[src/rtl/usb_uart_stream_bridge.sv]
// usb_uart byte port to valid/ready RX/TX byte streams.
// One usb_uart op in flight; reads and writes alternate when both are possible.
module usb_uart_stream_bridge #(
  parameter int RX_DEPTH   = 16,
  parameter int TX_DEPTH   = 16,
  parameter int RD_TIMEOUT = 255
) (
  input  logic                        clk_48mhz,
  input  logic                        resetn,
  output logic                        uart_re,
  output logic                        uart_we,
  output logic [7:0]                  uart_di,
  input  logic [7:0]                  uart_do,
  input  logic                        uart_wait,
  output logic [7:0]                  rx_data,
  output logic                        rx_valid,
  input  logic                        rx_ready,
  input  logic [7:0]                  tx_data,
  input  logic                        tx_valid,
  output logic                        tx_ready,
  output logic [$clog2(RX_DEPTH):0]   rx_level,
  output logic [$clog2(TX_DEPTH):0]   tx_level
);

  localparam int RAW = $clog2(RX_DEPTH);
  localparam int TAW = $clog2(TX_DEPTH);
  localparam int RLW = RAW + 1;
  localparam int TLW = TAW + 1;
  localparam int RRW = RLW + 1;
  localparam int TW  = $clog2(RD_TIMEOUT + 1);

  localparam logic [RLW-1:0] RX_FULL  = RLW'(RX_DEPTH);
  localparam logic [TLW-1:0] TX_FULL  = TLW'(TX_DEPTH);
  localparam logic [RRW-1:0] RX_LIMIT = RRW'(RX_DEPTH);
  localparam logic [TW-1:0]  TIMEOUT  = TW'(RD_TIMEOUT);

  typedef enum logic [1:0] {
    IDLE,
    RD_REQ,
    RD_CAP,
    WR_REQ
  } state_e;

  state_e          state_q, state_d;
  logic [TW-1:0]   timer_q, timer_d;
  logic            last_rd_q, last_rd_d;

  logic [7:0]      rx_mem [RX_DEPTH];
  logic [RAW-1:0]  rx_wp_q, rx_wp_d;
  logic [RAW-1:0]  rx_rp_q, rx_rp_d;
  logic [RLW-1:0]  rx_lvl_q, rx_lvl_d;

  logic [7:0]      tx_mem [TX_DEPTH];
  logic [TAW-1:0]  tx_wp_q, tx_wp_d;
  logic [TAW-1:0]  tx_rp_q, tx_rp_d;
  logic [TLW-1:0]  tx_lvl_q, tx_lvl_d;

  logic            rx_push, rx_pop;
  logic            tx_push, tx_pop;
  logic            rd_ok, wr_ok;
  logic [RRW-1:0]  rx_resv;
  logic [TW-1:0]   timer_inc;
  logic [7:0]      tx_head;

  assign rx_push  = (state_q == RD_CAP);
  assign rx_valid = (rx_lvl_q != '0);
  assign rx_pop   = rx_valid && rx_ready;
  assign rx_data  = rx_mem[rx_rp_q];
  assign rx_level = rx_lvl_q;

  // A write completing this cycle frees a slot for a same-cycle push.
  assign tx_pop   = (state_q == WR_REQ) && !uart_wait;
  assign tx_ready = (tx_lvl_q != TX_FULL) || tx_pop;
  assign tx_push  = tx_valid && tx_ready;
  assign tx_head  = tx_mem[tx_rp_q];
  assign tx_level = tx_lvl_q;

  assign uart_re  = (state_q == RD_REQ);
  assign uart_we  = (state_q == WR_REQ);
  assign uart_di  = uart_we ? tx_head : 8'h00;

  assign rx_resv   = {1'b0, rx_lvl_q} + RRW'(rx_push);
  assign rd_ok     = (rx_resv < RX_LIMIT);
  assign wr_ok     = (tx_lvl_q != '0);
  assign timer_inc = timer_q + TW'(1);

  always_comb begin
    rx_wp_d  = rx_wp_q;
    rx_rp_d  = rx_rp_q;
    rx_lvl_d = rx_lvl_q;
    if (rx_push) rx_wp_d = rx_wp_q + RAW'(1);
    if (rx_pop)  rx_rp_d = rx_rp_q + RAW'(1);
    if (rx_push && !rx_pop) rx_lvl_d = rx_lvl_q + RLW'(1);
    if (!rx_push && rx_pop) rx_lvl_d = rx_lvl_q - RLW'(1);
  end

  always_comb begin
    tx_wp_d  = tx_wp_q;
    tx_rp_d  = tx_rp_q;
    tx_lvl_d = tx_lvl_q;
    if (tx_push) tx_wp_d = tx_wp_q + TAW'(1);
    if (tx_pop)  tx_rp_d = tx_rp_q + TAW'(1);
    if (tx_push && !tx_pop) tx_lvl_d = tx_lvl_q + TLW'(1);
    if (!tx_push && tx_pop) tx_lvl_d = tx_lvl_q - TLW'(1);
  end

  always_comb begin
    state_d   = state_q;
    timer_d   = timer_q;
    last_rd_d = last_rd_q;
    unique case (state_q)
      IDLE: begin
        if (rd_ok && !(wr_ok && last_rd_q)) begin
          state_d = RD_REQ;
          timer_d = '0;
        end else if (wr_ok) begin
          state_d = WR_REQ;
        end
      end
      RD_REQ: begin
        if (!uart_wait) begin
          state_d = RD_CAP;
        end else if (wr_ok) begin
          // A stalled read only gives way when a write is waiting.
          timer_d = timer_inc;
          if (timer_inc == TIMEOUT) begin
            state_d   = IDLE;
            last_rd_d = 1'b1;
          end
        end
      end
      RD_CAP: begin
        state_d   = IDLE;
        last_rd_d = 1'b1;
      end
      WR_REQ: begin
        if (!uart_wait) begin
          state_d   = IDLE;
          last_rd_d = 1'b0;
        end
      end
      default: state_d = IDLE;
    endcase
  end

  always_ff @(posedge clk_48mhz) begin
    if (rx_push) rx_mem[rx_wp_q] <= uart_do;
    if (tx_push) tx_mem[tx_wp_q] <= tx_data;
  end

  always_ff @(posedge clk_48mhz) begin
    if (!resetn) begin
      state_q   <= IDLE;
      timer_q   <= '0;
      last_rd_q <= 1'b0;
      rx_wp_q   <= '0;
      rx_rp_q   <= '0;
      rx_lvl_q  <= '0;
      tx_wp_q   <= '0;
      tx_rp_q   <= '0;
      tx_lvl_q  <= '0;
    end else begin
      state_q   <= state_d;
      timer_q   <= timer_d;
      last_rd_q <= last_rd_d;
      rx_wp_q   <= rx_wp_d;
      rx_rp_q   <= rx_rp_d;
      rx_lvl_q  <= rx_lvl_d;
      tx_wp_q   <= tx_wp_d;
      tx_rp_q   <= tx_rp_d;
      tx_lvl_q  <= tx_lvl_d;
    end
  end

endmodule
[config.mk]
export PLATFORM = sky130hd
export DESIGN_NAME = usb_uart_stream_bridge
export DESIGN_NICKNAME = d
export VERILOG_FILES = /design/src/rtl/usb_uart_stream_bridge.sv
export SDC_FILE = /design/constraint.sdc
export NUM_CORES = 1
export LEC_CHECK = 0
export CAP_MARGIN = 5
export CELL_PAD_IN_SITES_DETAIL_PLACEMENT = 0
export CELL_PAD_IN_SITES_GLOBAL_PLACEMENT = 1
export CORE_ASPECT_RATIO = 1.2
export CORE_MARGIN = 3
export CORE_UTILIZATION = 45
export DETAILED_ROUTE_END_ITERATION = 6
export GPL_TIMING_DRIVEN = 0
export HOLD_SLACK_MARGIN = 0.1
export PLACE_DENSITY = 0.74
export SLEW_MARGIN = 0
export SYNTH_ARGS = -nofsm -noshare
export SYNTH_HDL_FRONTEND = slang
export SYNTH_SLANG_ARGS = --single-unit
[constraint.sdc]
create_clock -name clk_48mhz -period 2.5 [get_ports clk_48mhz]
set_input_delay 0.25 -clock clk_48mhz [delete_from_list [all_inputs] [get_ports clk_48mhz]]
set_output_delay 0.25 -clock clk_48mhz [all_outputs]
set_load 0.02 [all_outputs]
==> qor.csv <==
metric;value;unit
status;finished with violations;
drt drc;0;
Max Cap Violations;0;
Final Instance Area;0.0147;mm2
via count;6354;
Rows;65;
highest routed layer;met4;
Post-synth EDFFs;256;
CTS Buf Count;29;
Crit-path slowest cell;mux4_2;
worst-margin pin slew;795;ps
H-tree Lvls;1;
initial antenna violation count;0;
Avg Vias per Cell;5.58;
total gr overflow;0;
Synth Area in Compound Gates;4.22;%
vias in the first global route;6697;
commonest non-fill, non-tap cell in the layout;edfxtp_1;
Max clock buf depth;3;
ys async rst share;0;%
Final min period;2630;ps
crit-path max cell delay;530;ps
post-placement cell count;1070;
Ys Warns;0;
Final Cycle Share;105;%
Die X;157;um
All-Layer GR Usage;16.7;%
Post-Layout Cell Count;1139;
PortBufs;49;
hpwl dp;16200;um
I/O pins;51;
die span in y;187;um
Post-Route WL;24600;um
nets;822;
setup slack, reg-to-reg;60;ps
met3 routed WL;961;um
die area;0.0292;mm2
routability cong.;0.790;
WL met2;13600;um
multi-input combinational cell area;0.00363;mm2
register area share after synthesis;70.1;%
unrepaired setup endpoints after global routing;true;
Final Util;55.6;%
Adder-Cell Fraction of Synth Area;2.00;%
post-synthesis simple-gate area fraction;5.64;%
Core Region;0.0265;mm2
wire length of the first global-routing pass;38000;um
FF/Latch Area;0.00861;mm2
largest net degree at the start of global routing;17;
Netlist Area Pre-Place;0.0123;mm2
Synth Area in XOR/XNOR;1.00;%
net count after synthesis;726;
Synth cell types;56;
Detailed Routing Iterations Pass 1;5;
mux share of post-synthesis cell area;15.3;%
synthesis-to-finish area growth;20.2;%
CTS tree;done;
clock skew;7.60;ps
CTS Sinks;301;
most frequent cells in the layout;edfxtp_1 (256), mux4_2 (72), dfxtp_1 (38);
dpl ws;-695;ps
Avg Cell Area, Syn;17.9;um2
Post-Synthesis Cells;686;
ant diodes;0;
post-route ant nets;0;
failing checks;setup timing;
CP Launch Type;register;
starting DRC count in detailed routing;385;
hold crit path type;in -> reg;
initial core utilization;46.2;%
DP Area;0.0132;mm2
Routed WL per cell;21.6;um
Slew Limit Fails;0;
worst path required time;2250;ps
main combinational cell family by area after synthesis;multiplexers;
f_max;381;MHz
Most used DFF post-synth;edfxtp_1;
final hold slack;153;ps
clk slew on worst S/H paths;60;ps
worst-path fanout max;5;
PwrDens;834;mW/mm2
kind of end point of the critical path;output pin;
Pleak;4.79;nW
synthesized flop and latch total;301;
Final setup viols;8;
Max-slew headroom;47.0;%
maximum VDD drop;0.000659;V
CP cell instances;buf_12 > buf_12 > mux4_2 > mux4_2 > buf_6;
Clock Root Buffer;clkbuf_16;
clock latency on the worst-skew pair;530;ps
worst reg2reg path endpoint;rx_level[2]$_SDFFE_PN0P_;
post-route setup slack;-125;ps
layout cells sized above 1;27.5;%
final hold viol count;0;
Reg2Reg Depth;10;
CP arrival;2380;ps
Setup CP Type;reg -> out;
met1 WL;9590;um
Hold-fix buffers, CTS;0;
CP endpoint;rx_data[7];
FF-to-FF Start;rx_level[1]$_SDFFE_PN0P_;
Layout fillers;2041;
[stage by stage]
step | setup TNS [ps] | power [mW]
after global placement | -58380 | 7.53
after CTS | -971 | 12.2
after global routing | -1490 | 12.8
final | -762 | 12.3
after floorplan | -9.14 | 6.98
after detailed placement | -65580 | 7.59
[metal layers]
metal / up-vias / global-route usage (%)
li1: 2917 / -
met1: 3265 / 20.9
met2: 135 / 30.6
met3: 37 / 2.32
met4: 0 / 4.04
met5: - / 0
[critical path: cells and delay by family, from the launching register on]
kind     cells  cell delay (ps)
mux          2             1050
buf+inv      3              430
flops        1              370
[final cells by class]
cell class	instances	share of cell area, %
flip-flops and latches	301	58.4
multi-input cells	330	24.6
clock inverters	14	1.10
inverters	22	0.561
repair buffers	73	5.42
clock buffers	39	5.53
plain buffers	25	1.48
well taps	335	2.85
[state kept, by name, indices dropped and copies added (netlist names), named ones only]
signal and cells:
rx_mem 128, rx_level 5, tx_level 5, tx_mem 128, timer_q 8, state_q 2
tx_rp_q 4, last_rd_q 1, rx_rp_q 4, rx_wp_q 4, tx_wp_q 4
[worst min path at each step]
stage	from	to	slack [ps]	cells past startpoint
CTS	resetn	rx_level[3]$_SDFFE_PN0P_	160	3
global placement	tx_rp_q[3]$_SDFFE_PN0N_	tx_rp_q[3]$_SDFFE_PN0N_	480	2
floorplan	uart_do[0]	rx_mem[0][0]$_DFFE_PP_	350	0
detailed placement	tx_rp_q[3]$_SDFFE_PN0N_	tx_rp_q[3]$_SDFFE_PN0N_	490	2
global route	resetn	rx_level[3]$_SDFFE_PN0P_	180	3
finish	resetn	rx_level[3]$_SDFFE_PN0P_	150	3
[logic make-up (layout without fill, tap and decap cells)]
| family | after synthesis | count (layout) |
|---|---|---|
| flops | 301 | 301 |
| compound gates | 70 | 70 |
| buf+inv | 55 | 173 |
| simple gates | 130 | 130 |
| fa+ha+maj | 19 | 19 |
| xor+xnor | 14 | 14 |
| mux | 97 | 97 |
[what timing repair did]
action,in CTS,in global routing
gates cloned,1,5
setup buffers,9,9
gates resized for setup,127,36
pin swaps,5,7
endpoints found under the hold margin,0,0
setup endpoints to repair,175,72
[synthesized netlist by cell type, drive strengths merged, types with 6 or more instances]
| library cell | count | share of area, % |
|---|---|---|
| buf | 14 | 0.50 |
| nand3b | 6 | 0.37 |
| mux4 | 72 | 13 |
| nand2 | 28 | 0.86 |
| inv | 22 | 0.67 |
| xor2 | 9 | 0.64 |
| a21oi | 11 | 0.45 |
| o21ai | 12 | 0.49 |
| edfxtp | 256 | 63 |
| o22ai | 11 | 0.56 |
| nor3 | 6 | 0.25 |
| nor2 | 27 | 0.83 |
| and2 | 29 | 1.5 |
| mux2i | 25 | 2.0 |
| ha | 18 | 1.8 |
| clkbuf | 19 | 0.58 |
| dfxtp | 45 | 7.4 |
| nand3 | 9 | 0.37 |
[power breakdown]
| part | switching (mW) | internal [mW] | total [mW] |
|---|---|---|---|
| combinational | 1.04 | 1.17 | 2.21 |
| sequential | 0.0985 | 5.57 | 5.67 |
| clock | 1.80 | 2.61 | 4.40 |
| total | 2.93 | 9.34 | 12.3 |
Note: power is estimated with default switching activity, not from simulation.
